**src/rtl/measure_pkg.sv**
```systemverilog
// Shared types and constants for the cursor-measurement sequencer.
package measure_pkg;

  typedef enum logic [1:0] {
    IDLE,
    CAPTURE,
    MULT,
    DONE
  } state_t;

  localparam logic [2:0] MODE_NONE = 3'd0;
  localparam logic [2:0] MODE_X    = 3'd1;
  localparam logic [2:0] MODE_Y    = 3'd2;

  localparam int RESULT_MAX  = 9999;
  localparam int RESULT_RST  = 6;
  localparam int MULT_CYCLES = 8;

  // Compare first so the subtraction can never wrap.
  function automatic logic [10:0] abs_delta(
    input logic [10:0] a,
    input logic [10:0] b
  );
    return (a >= b) ? (a - b) : (b - a);
  endfunction

endpackage

```
**src/rtl/measure_sequencer_mult.sv**
```systemverilog
// Fixed-latency shift-add multiplier shared by both measurement modes.
module shift_add_mult
  import measure_pkg::*;
#(
  parameter int A_W = 11,
  parameter int B_W = 8,
  parameter int P_W = 19
) (
  input  logic           clock,
  input  logic           reset,
  input  logic           start,
  input  logic [A_W-1:0] a,
  input  logic [B_W-1:0] b,
  output logic           done,
  output logic [P_W-1:0] product
);

  logic [P_W-1:0] mcand;
  logic [B_W-1:0] mplier;
  logic [3:0]     cnt;
  logic           run;

  // Bit 0 is folded into the load so the last bit lands on cycle 8.
  always_ff @(posedge clock or posedge reset) begin
    if (reset) begin
      mcand   <= '0;
      mplier  <= '0;
      cnt     <= '0;
      run     <= 1'b0;
      product <= '0;
    end else if (start) begin
      mcand   <= P_W'(a) << 1;
      mplier  <= b >> 1;
      cnt     <= 4'd1;
      run     <= 1'b1;
      product <= b[0] ? P_W'(a) : '0;
    end else if (run && cnt != 4'(MULT_CYCLES)) begin
      if (mplier[0]) product <= product + mcand;
      mcand  <= mcand << 1;
      mplier <= mplier >> 1;
      cnt    <= cnt + 4'd1;
    end else if (run) begin
      run <= 1'b0;
    end
  end

  assign done = run && (cnt == 4'(MULT_CYCLES));

endmodule

```
**src/rtl/measure_sequencer.sv**
```systemverilog
// Button/auto-triggered cursor measurement: |delta| x scale, saturated
// to four display digits.
module measure_sequencer
  import measure_pkg::*;
#(
  parameter int CURSOR_W    = 11,
  parameter int RESULT_W    = 14,
  parameter int AUTO_PERIOD = 25_000_000
) (
  input  logic                clock,
  input  logic                reset,
  input  logic                trigger,
  input  logic                auto_en,
  input  logic [1:0]          wave_sel,
  input  logic [2:0]          measure_mode,
  input  logic [CURSOR_W-1:0] cursor_x1,
  input  logic [CURSOR_W-1:0] cursor_x2,
  input  logic [CURSOR_W-1:0] cursor_y1,
  input  logic [CURSOR_W-1:0] cursor_y2,
  input  logic [5:0]          sample_adj1,
  input  logic [5:0]          sample_adj2,
  input  logic [3:0]          shift_down1,
  input  logic [3:0]          shift_down2,
  output logic [RESULT_W-1:0] result,
  output logic                result_valid,
  output logic                busy,
  output logic                overflow
);

  localparam int CNT_W = $clog2(AUTO_PERIOD);

  state_t             state, state_next;
  logic               trig_s1, trig_s2, trig_d;
  logic               trig_edge, auto_tick, req;
  logic [CNT_W-1:0]   auto_cnt;
  logic               wave_q;
  logic               start;
  logic [10:0]        delta;
  logic [7:0]         operand;
  logic               mult_done;
  logic [18:0]        product;

  always_ff @(posedge clock or posedge reset) begin
    if (reset) begin
      trig_s1 <= 1'b0;
      trig_s2 <= 1'b0;
      trig_d  <= 1'b0;
    end else begin
      trig_s1 <= trigger;
      trig_s2 <= trig_s1;
      trig_d  <= trig_s2;
    end
  end

  assign trig_edge = trig_s2 & ~trig_d;

  always_ff @(posedge clock or posedge reset) begin
    if (reset)
      auto_cnt <= '0;
    else if (!auto_en || auto_tick)
      auto_cnt <= '0;
    else
      auto_cnt <= auto_cnt + 1'b1;
  end

  assign auto_tick = auto_en && (auto_cnt == CNT_W'(AUTO_PERIOD - 1));
  assign req       = trig_edge | auto_tick;

  always_ff @(posedge clock or posedge reset) begin
    if (reset) wave_q <= 1'b0;
    else if (state == IDLE) wave_q <= wave_sel[0];
  end

  // Mode none feeds a zero operand, which forces a zero product.
  always_comb begin
    delta   = '0;
    operand = '0;
    unique case (measure_mode)
      MODE_X: begin
        delta   = wave_q ? abs_delta(cursor_x1, cursor_x2)
                         : abs_delta(cursor_x1, cursor_x2);
        operand = wave_q ? 8'(sample_adj2) + 8'd1
                         : 8'(sample_adj1) + 8'd1;
      end
      MODE_Y: begin
        delta   = abs_delta(cursor_y1, cursor_y2);
        operand = wave_q ? 8'(shift_down2) * 8'(shift_down2)
                         : 8'(shift_down1) * 8'(shift_down1);
      end
      default: begin
        delta   = '0;
        operand = '0;
      end
    endcase
  end

  shift_add_mult #(
    .A_W(11),
    .B_W(8),
    .P_W(19)
  ) u_mult (
    .clock   (clock),
    .reset   (reset),
    .start   (start),
    .a       (delta),
    .b       (operand),
    .done    (mult_done),
    .product (product)
  );

  always_ff @(posedge clock or posedge reset) begin
    if (reset) state <= IDLE;
    else       state <= state_next;
  end

  always_comb begin
    state_next = state;
    start      = 1'b0;
    unique case (state)
      IDLE:    if (req && !wave_sel[1]) state_next = CAPTURE;
      CAPTURE: begin
        start      = 1'b1;
        state_next = MULT;
      end
      MULT:    if (mult_done) state_next = DONE;
      DONE:    state_next = IDLE;
      default: state_next = IDLE;
    endcase
  end

  always_ff @(posedge clock or posedge reset) begin
    if (reset) begin
      result   <= RESULT_W'(RESULT_RST);
      overflow <= 1'b0;
    end else if (state == MULT && mult_done) begin
      overflow <= (product > 19'(RESULT_MAX));
      result   <= (product > 19'(RESULT_MAX)) ? RESULT_W'(RESULT_MAX)
                                               : product[RESULT_W-1:0];
    end
  end

  assign result_valid = (state == DONE);
  assign busy         = (state != IDLE);

endmodule
```
**config.mk**
```make
export PLATFORM = sky130hd
export DESIGN_NAME = measure_sequencer
export DESIGN_NICKNAME = d
export VERILOG_FILES = /design/src/rtl/measure_pkg.sv /design/src/rtl/measure_sequencer_mult.sv /design/src/rtl/measure_sequencer.sv
export SDC_FILE = /design/constraint.sdc
export NUM_CORES = 1
export LEC_CHECK = 0
export BUFFER_PORTS_ARGS = -buffer_cell sky130_fd_sc_hd__buf_2
export CAP_MARGIN = 15
export CORE_MARGIN = 5
export CORE_UTILIZATION = 40
export DETAILED_ROUTE_END_ITERATION = 8
export SLEW_MARGIN = 20
export SYNTH_ARGS = -nofsm -noshare
export SYNTH_HDL_FRONTEND = slang
export SYNTH_SLANG_ARGS = --single-unit
```
**constraint.sdc**
```tcl
create_clock -name clock -period 3.7 [get_ports clock]
set_clock_uncertainty 0.05 [all_clocks]
set_input_delay 0.74 -clock clock [delete_from_list [all_inputs] [get_ports clock]]
set_output_delay 0.74 -clock clock [all_outputs]
set_load 0.1 [all_outputs]
```
# == After elaboration in Yosys (flattened, before gate mapping) ==
# Cells that the tools add are included.
# word_totals
out_inout_bits,17
word_cells,79
reg_bits,97
in_bits,73
# op_classes
eq_ne,11
n_bitwise,3
n_lt_le_gt_ge,3
n_addsub,9
reduce_logical,14
n_mux,24
multipliers,2
# op_table
cell,n
2-to-1 mux 19 bit,5
subtractor 11 bit,4
2-to-1 mux 11 bit,3
"adder 25 x 1 -> 25 bit, second input constant",1
"equality test 25 bit, second input constant",1
2-to-1 mux 25 bit,1
2-to-1 mux 8 bit,3
greater-or-equal comparator 11 bit,2
one-hot mux 11 bit (2 select lines),1
adder 19 bit,1
"greater-than comparator 19 x 14 -> 1 bit, second input constant",1
multiplier 4 x 4 -> 8 bit,2
one-hot mux 8 bit (2 select lines),1
"adder 6 x 1 -> 7 bit, second input constant",2
2-to-1 mux 14 bit,1
2-to-1 mux 4 bit,2
one-hot mux 2 bit (4 select lines),1
2-to-1 mux 7 bit,1
nonzero test 2 bit,3
logical AND 1 bit,5
"adder 4 x 1 -> 4 bit, second input constant",1
"equality test 2 bit, second input constant",2
"equality test 4 bit, second input constant",1
2-to-1 mux 2 bit,2
other kinds (14),19

# == Longest topological paths before layout ==
# Gate-level depths: netlist of the first run.
# logic_depth
depth_word,6
depth_mapped,13
mapped_depth_nobuf,13

# == Cells and area by module ==
# Synthesis of the first run repeated with hierarchy kept, for this count alone.
# hier_totals
hier_cells,902
area_unflattened_um2,7792.5
# by_module_without_submodules
mod,seq_area_each_um2,cells_each,n_inst,area_per_inst_um2
measure_sequencer,1153.6,568,1,4753.3
shift_add_mult,1226.2,334,1,3039.2

# == Worst setup path before layout of the first run ==
# OpenSTA, ideal clock, no wires.
# synth_path
path_type,input-to-reg
startpoint,input port cursor_x1[1]
endpoint,register u_mult.product[8]
cell_stages,12
setup_ps,137
n_path_buf,1
t_required_ps,3513
arrival_time_ps,3046
slack_ps,467
cell_sequence,inv_1 ha_1 nor2b_1 o31ai_2 a31oi_1 o41ai_2 buf_4 or3b_1 a31oi_1 xnor2_1 a22oi_1 o22ai_1
# synth_between
elab_chain_cells,5
word_cells_on_any_way,7
classes_between,add/sub: 2; order compare: 1; mux: 4
# synth_lines
item,line_no,rtl
from (decl),measure_sequencer.sv:16,"input logic [CURSOR_W-1:0] cursor_x1,"
subtractor 11 bit or greater-or-equal comparator 11 bit (tied branches),measure_pkg.sv:24,return (a >= b) ? (a - b) : (b - a);
2-to-1 mux 11 bit (*),measure_pkg.sv:24,
one-hot mux 11 bit (2 select lines) (*),measure_sequencer.sv:78,unique case (measure_mode)
2-to-1 mux 11 bit (*),measure_sequencer_mult.sv:36,product <= b[0] ? P_W'(a) : '0;
2-to-1 mux 19 bit (*),measure_sequencer_mult.sv:31,end else if (start) begin
to (signal assigned),measure_sequencer_mult.sv:36,
to (signal assigned),measure_sequencer_mult.sv:38,if (mplier[0]) product <= product + mcand;
to (decl),measure_sequencer_mult.sv:15,output logic [P_W-1:0] product
# Mark *: on every way between the ends. The rest lies on a longest branch, timed or not.
# A chain may end at the register's enable or synchronous reset.

# == Worst setup path in the final report of the first run ==
# layout_path
startpoint,register u_mult.product[1]
endpoint,register u_mult.product[15]
# layout_between
elab_chain_cells,4
# layout_lines
item,line_no,rtl
adder 19 bit,measure_sequencer_mult.sv:38,
2-to-1 mux 19 bit,measure_sequencer_mult.sv:38,
2-to-1 mux 19 bit,measure_sequencer_mult.sv:37,end else if (run && cnt != 4'(MULT_CYCLES)) begin
2-to-1 mux 19 bit,measure_sequencer_mult.sv:31,
# No other way between the ends. The select of a mux whose other input is x is not followed.

==> impl_metrics.json, run 1 <==
{
  "status": "complete, no violations",
  "vias": 6437,
  "antenna_found_initial": 0,
  "combinationalPowerShare": 0.532,
  "power_frac_seq": 0.301,
  "slowest_delay_ns": 0.43,
  "synthFlopType": "dfrtp_1",
  "cts_sinks": 95,
  "path_class": "flip-flop to flip-flop",
  "cts-htree-levels": 3,
  "ys.warnings.count": 0,
  "postCtsHoldBufs": 0,
  "viasPerCell": 5.285,
  "crit_fanout": 3,
  "power.net_switching_uw": 2534,
  "io_buffers": 89,
  "wl_per_cell_um": 14.60,
  "intPower_uw": 2890,
  "cts_tree": "built",
  "drive_gt1_frac": 0.1474,
  "syn_area_per_cell_sq_um": 8.501,
  "synth_edf_count": 0,
  "syn_to_final_growth_pct": 14.32,
  "period_minus_slack_ns": 3.289,
  "fin_setup_tns_ns": 0,
  "end_kind": "flip-flop",
  "coreArea_sq_mm": 0.01864,
  "initial_core_util": 0.4049,
  "grt_pass1_vias": 6231,
  "clkLatencyLatePin_ns": 0.34,
  "hold_violations": 0,
  "die_area_sq_mm": 0.02172,
  "drt_wl_total_mm": 17.78,
  "first_pass_iters": 5,
  "finalSetupViolCount": 0,
  "worstPathRequired_ns": 3.91,
  "synth.ff_latch_count": 95,
  "n_antenna_cell": 0,
  "max-slew-margin-rel": 0.4384,
  "grt_first_pass_wirelength_mm": 30.21,
  "pin_count": 90,
  "async_flop_share": 1.000,
  "clock_path_buffers": 2,
  "drtIter0Drc": 341,
  "grt_usage": 0.1648,
  "synth_cell_types": 64,
  "rsz0062_at_grt": "false",
  "clockRootBuffer": "clkbuf_16",
  "globalplace.congestion": 0.8526,
  "p_leak_uw": 0.004231,
  "place_hpwl_mm": 14.08,
  "grt_overflow": 0,
  "power_uw": 5424,
  "timing.final.crit_share": 0.8889,
  "path_buf_inv": 1,
  "worstMarginPinSlew_ns": 0.8405,
  "p_clk_frac": 0.166,
  "power_density_mw_per_mm2": 628.5,
  "arrival_ns": 3.50,
  "die-width_um": 147.4,
  "cts_buffers": 9,
  "cts-resized-gates": 0,
  "syn-num-nets": 1042,
  "clock.fmax_mhz": 304.0,
  "chipHeight_um": 147.4,
  "crit_top_cell": "a21o_1",
  "synth_area_sq_mm": 0.007548,
  "antenna_left": 0,
  "ys_seq_area_frac": 0.3153,
  "cap_violations": 0,
  "clkSlewWorstSetupHoldPaths_ns": 0.06,
  "layout.nets": 1133,
  "path_cells": "ha_1 > fa_1 > a21o_1 > a21o_1 > a2111oi_0 > buf_4 > o31ai_1 > a311oi_1 > o21ai_0 > xnor2_1 > nand2_1 > a21oi_1",
  "num_rows": 50,
  "vdd_drop_max_uv": 279.4,
  "grt_max_degree": 51,
  "slew_viol_final": 0,
  "cts_setup_buffers": 0,
  "netSwitchingFraction": 0.4671,
  "synthesis.instances": 888,
  "slowest_stage": "dfrtp_1",
  "drc": 0,
  "hold_path_class": "flip-flop to flip-flop",
  "crit_family": "compound AO/OA/AOI/OAI gates",
  "crit_path_start_kind": "flip-flop"
}
## cells in the mapped netlist (4+ instances only)
cell type | n | share of area
xor2_1 | 32 | 0.037
a22oi_1 | 9 | 0.0090
o21bai_1 | 4 | 0.0040
nand4_1 | 6 | 0.0050
nand3_1 | 21 | 0.014
a211oi_1 | 12 | 0.012
xnor2_1 | 36 | 0.042
fa_1 | 7 | 0.019
inv_1 | 75 | 0.037
nand2b_1 | 8 | 0.0066
nand2_1 | 97 | 0.048
o211ai_1 | 4 | 0.0040
and2_1 | 20 | 0.017
a31oi_1 | 16 | 0.013
clkbuf_1 | 26 | 0.013
nor2b_1 | 12 | 0.0099
a21o_1 | 14 | 0.014
a211o_1 | 5 | 0.0058
o21ai_0 | 40 | 0.027
a21oi_1 | 72 | 0.048
mux2i_1 | 20 | 0.027
a22o_1 | 10 | 0.012
mux2_2 | 9 | 0.013
o22a_1 | 6 | 0.0070
and3_1 | 11 | 0.0091
nor3_1 | 11 | 0.0073
dfrtp_1 | 93 | 0.31
nor2_1 | 68 | 0.034
o22ai_1 | 11 | 0.0091
ha_1 | 74 | 0.12
## logic make-up (layout without fill, tap and decap cells)
| logic type | count (synthesis) | after routing | synth area share |
|---|---|---|---|
| AO/OA/AOI/OAI | 237 | 237 | 0.2027 |
| XOR/XNOR | 68 | 68 | 0.07890 |
| adder cells (fa/ha/maj) | 81 | 81 | 0.1412 |
| buffers and inverters | 107 | 203 | 0.05453 |
| flip-flops | 95 | 95 | 0.3153 |
| multiplexers | 29 | 29 | 0.03995 |
| AND/OR/NAND/NOR | 271 | 271 | 0.1674 |
## path summary, 6_finish.rpt
path                       cells after the start                 end         startpoint  slack [ns]
max in group asynchronous                      3           result[2]              reset        2.34
hold reg to reg                                0             trig_s2            trig_s1        0.32
hold / removal                                 0             trig_s2            trig_s1        0.32
min in group asynchronous                      2        auto_cnt[20]              reset        0.43
setup / recovery                              12  u_mult.product[15]  u_mult.product[1]        0.41
setup reg to reg                              12  u_mult.product[15]  u_mult.product[1]        0.41
## per-stage QoR
stage	cell area (sq um)	util	hold WS (ns)	setup WS, ns	cells
2_1_floorplan	7548	-	0.2812	0.4363	888
3_3_place_gp	8346	0.4477	0.2839	0.1486	1202
3_5_place_dp	8346	0.4477	0.3128	0.1498	1202
4_1_cts	8630	0.4629	0.3271	0.3953	1218
5_1_grt	8630	0.4629	0.3279	0.1102	1218
6_report	8630	0.4629	0.3190	0.4109	1218
## flip-flops by register name (all words and copies together) (netlist names)
register and cells:
trig_s2 1, u_mult.product 19, trig_d 1, state 2
trig_s1 1, u_mult.mplier 7, result 14, u_mult.mcand 18
auto_cnt 25, overflow 1, wave_q 1, u_mult.cnt 4
u_mult.run 1
## layout make-up
type,count,area (sq um)
fillers,1858,10010
repair buffers,111,610.6
inverters,76,287.8
flip-flops and latches,95,2380
clock inverters,3,43.79
well taps,234,292.8
multi-input cells,686,4775
clock buffers,13,240.2
## placed cells by master (no fill, tap or decap), types with 6 or more instances in the layout
| cell type | netlist | routed |
|---|---|---|
| nand2_1 | 97 | 97 |
| dfrtp_1 | 93 | 93 |
| buf_2 | 2 | 89 |
| inv_1 | 75 | 74 |
| ha_1 | 74 | 73 |
| a21oi_1 | 72 | 72 |
| nor2_1 | 68 | 68 |
| o21ai_0 | 40 | 40 |
| xnor2_1 | 36 | 36 |
| xor2_1 | 32 | 32 |
| buf_4 | 2 | 22 |
| nand3_1 | 21 | 21 |
| and2_1 | 20 | 20 |
| mux2i_1 | 20 | 20 |
| a31oi_1 | 16 | 16 |
| a21o_1 | 14 | 14 |
| nor2b_1 | 12 | 12 |
| a211oi_1 | 12 | 12 |
| nor3_1 | 11 | 11 |
| and3_1 | 11 | 11 |
| o22ai_1 | 11 | 11 |
| a22o_1 | 10 | 10 |
| mux2_2 | 9 | 9 |
| a22oi_1 | 9 | 9 |
| clkbuf_16 | 0 | 9 |
| nand2b_1 | 8 | 8 |
| fa_1 | 7 | 7 |
| o22a_1 | 6 | 6 |
| nand4_1 | 6 | 6 |
## power by group through the flow
stage | Clock, uW | Sequential (uW) | Combinational [uW]
after floorplan | 0 | 2060 | 1790
after global placement | 0 | 1650 | 2860
after detailed placement | 0 | 1650 | 2880
after CTS | 924 | 1630 | 2890
after global routing | 980 | 1680 | 3170
final | 902 | 1630 | 2890
## per-layer routing
layer  vias to the layer above  GRT usage  part of all wire
met5                         -          0                 0
met4                         0    0.04194             0.010
met3                        14    0.02146             0.046
met2                       155     0.2521              0.43
met1                      2982     0.2466              0.51
li1                       3286          -                 -
Power figures use the tool's default switching activity.
==> run 2, diff against run 1 <==
==> constraint.sdc (replaced) <==
create_clock -name clock -period 3.1 [get_ports clock]
set_clock_uncertainty 0.05 [all_clocks]
set_input_delay 0.62 -clock clock [delete_from_list [all_inputs] [get_ports clock]]
set_output_delay 0.62 -clock clock [all_outputs]
set_load 0.1 [all_outputs]
==> run 2 against run 1 <==
  * Wire length rose by 3.4%
  * Count of clock-buffer cells in the layout shrank 3
  * Non-clock buffer count is 77 higher
  * Fmax up 12%
  * Global-route usage is 0.65 points higher
  * Register-to-register slack got worse by 0.25 ns
  * Power grew 29%
  * Worst hold slack got worse by 0.019 ns
  * Utilization increased by 4.1 points
  * Critical endpoint is now u_mult.product[18]
==> impl_metrics.json, run 2 (synthesis gave the netlist of run 1 again) <==
{
  "status": "complete, no violations",
  "power.net_switching_uw": 3110,
  "hold_depth": 0,
  "drc": 0,
  "layout_common_cells": "nand2_1 (97), buf_4 (97), dfrtp_1 (93)",
  "io_buffers": 89,
  "layout.nets": 1210,
  "grt.busiest_layer": "met2",
  "slowest_delay_ns": 0.41,
  "clock.fmax_mhz": 340.1,
  "grt_first_pass_wirelength_mm": 31.40,
  "fin_setup_tns_ns": 0,
  "grt_overflow": 0,
  "multi_input_area_sq_mm": 0.004875,
  "finalSetupViolCount": 0,
  "cts-htree-levels": 3,
  "n_antenna_cell": 0,
  "path_cells": "buf_4 > ha_1 > a21o_1 > a21o_1 > a2111oi_2 > buf_4 > o2111ai_1 > a31oi_1 > xor2_1 > or3_1 > a21oi_1",
  "initial_core_util": 0.4049,
  "postCtsHoldBufs": 0,
  "globalplace.congestion": 0.8596,
  "p_clk_frac": 0.188,
  "worstPathRequired_ns": 3.31,
  "clockRootBuffer": "clkbuf_16",
  "antenna_found_initial": 0,
  "crit_path_start_kind": "flip-flop",
  "cts_sinks": 95,
  "met1_usage": 0.2562,
  "intPower_uw": 3859,
  "fillerInstances": 1819,
  "end_kind": "flip-flop",
  "slowest_stage": "dfrtp_1",
  "pin_count": 90,
  "die_area_sq_mm": 0.02172,
  "hold_violations": 0,
  "vdd_drop_max_uv": 330.7,
  "viasPerCell": 5.199,
  "power_density_mw_per_mm2": 742.2,
  "netSwitchingFraction": 0.4463,
  "power_uw": 6969,
  "ff2ff_path_depth": 11,
  "chipHeight_um": 147.4,
  "coreArea_sq_mm": 0.01864,
  "arrival_ns": 3.15,
  "wl_per_cell_um": 14.22,
  "max-slew-margin-rel": 0.5107,
  "place_hpwl_mm": 14.70,
  "cts_tree": "built",
  "power_frac_seq": 0.275,
  "drive_gt1_frac": 0.2238,
  "grt_max_degree": 41,
  "clock_path_buffers": 2,
  "crit_fanout": 3,
  "vias": 6722,
  "clkLatencyLatePin_ns": 0.34,
  "combinationalPowerShare": 0.537,
  "met2_usage": 0.2643,
  "cts_buffers": 9,
  "hold_path_class": "flip-flop to flip-flop",
  "syn_to_final_growth_pct": 24.40,
  "largest-register": "auto_cnt",
  "timing.final.crit_share": 0.9486,
  "clkSlewWorstSetupHoldPaths_ns": 0.06,
  "cap_violations": 0,
  "p_leak_uw": 0.004644,
  "use_met3": 0.02299,
  "period_minus_slack_ns": 2.941,
  "path_class": "flip-flop to flip-flop",
  "drt_wl_total_mm": 18.38,
  "slew_viol_final": 0,
  "reg_top3": "auto_cnt: 25 flops, u_mult.product: 19 flops, u_mult.mcand: 18 flops",
  "largest_register_ffs": 25,
  "first_pass_iters": 5,
  "antenna_left": 0,
  "grt_pass1_vias": 6485,
  "num_rows": 50,
  "worstMarginPinSlew_ns": 0.7324,
  "layout.area.seq_sq_mm": 0.002380,
  "die-width_um": 147.4,
  "grt_usage": 0.1713,
  "drtIter0Drc": 334
}
run 2: cell count changes in the layout (fill, tap and decap cells not counted), sizes merged:
| cell | delta |
|---|---|
| clkinvlp | +1 |
| inv | -1 |
| clkinv | -2 |
| bufinv | +3 |
| buf | +77 |
| clkbuf | -3 |
run 2: area by class of cell:
| cell class | count | area share |
|---|---|---|
| Clock buffer | 10 | 0.02438 |
| Multi-Input combinational cell | 686 | 0.5191 |
| Timing Repair Buffer | 188 | 0.1283 |
| Clock inverter | 4 | 0.01279 |
| Tap cell | 234 | 0.03118 |
| Inverter | 76 | 0.03078 |
| Sequential cell | 95 | 0.2534 |
run 2: path summary, 6_finish.rpt:
kind	startpoint	slack, ns	end
worst max-delay path	u_mult.product[2]	0.16	u_mult.product[18]
worst min-delay path	trig_s1	0.30	trig_s2
worst max register to register	u_mult.product[2]	0.16	u_mult.product[18]
worst min register to register	trig_s1	0.30	trig_s2
max in group asynchronous	reset	1.85	result[2]
min in group asynchronous	reset	0.33	auto_cnt[20]
run 2: power by group through the flow:
| stage | combinational, uW | sequential, uW | clock [uW] |
|---|---|---|---|
| 6_report | 3740 | 1910 | 1310 |
| 5_1_grt | 4090 | 1960 | 1380 |
| 4_1_cts | 3680 | 1910 | 1340 |
| 3_5_place_dp | 3640 | 1930 | 0 |
| 3_3_place_gp | 3620 | 1920 | 0 |
| 2_1_floorplan | 2150 | 2460 | 0 |
run 2: per-stage QoR:
stage	setup slack (ns)	instance area [sq um]	hold slack [ns]	utilization	cells
floorplan	0.001495	7585	0.2812	-	888
global placement	-0.2068	8955	0.2833	0.4803	1277
detailed placement	-0.2557	8955	0.2855	0.4803	1277
CTS	0.01933	9305	0.3007	0.4991	1291
global route	-0.03404	9390	0.3170	0.5037	1293
finish	0.1593	9390	0.2998	0.5037	1293
run 2: critical path, delay by kind of cell, from the launching register on:
family | cells | cell delay [ns]
compound gates | 6 | 1.35
flops | 1 | 0.41
buf+inv | 2 | 0.33
simple gates | 1 | 0.31
fa+ha+maj | 1 | 0.29
xor+xnor | 1 | 0.11
run 2: what timing repair did:
| item | in CTS | in global routing |
|---|---|---|
| pin swaps | 1 | 8 |
| endpoints found under the setup margin | 2 | 19 |
| setup buffers | 0 | 2 |
| gates resized for setup | 1 | 16 |
run 2: layer usage:
metal	share of wire	up-vias
met2	0.43	156
met3	0.046	18
li1	-	3444
met4	0.011	0
met5	0	-
met1	0.51	3104
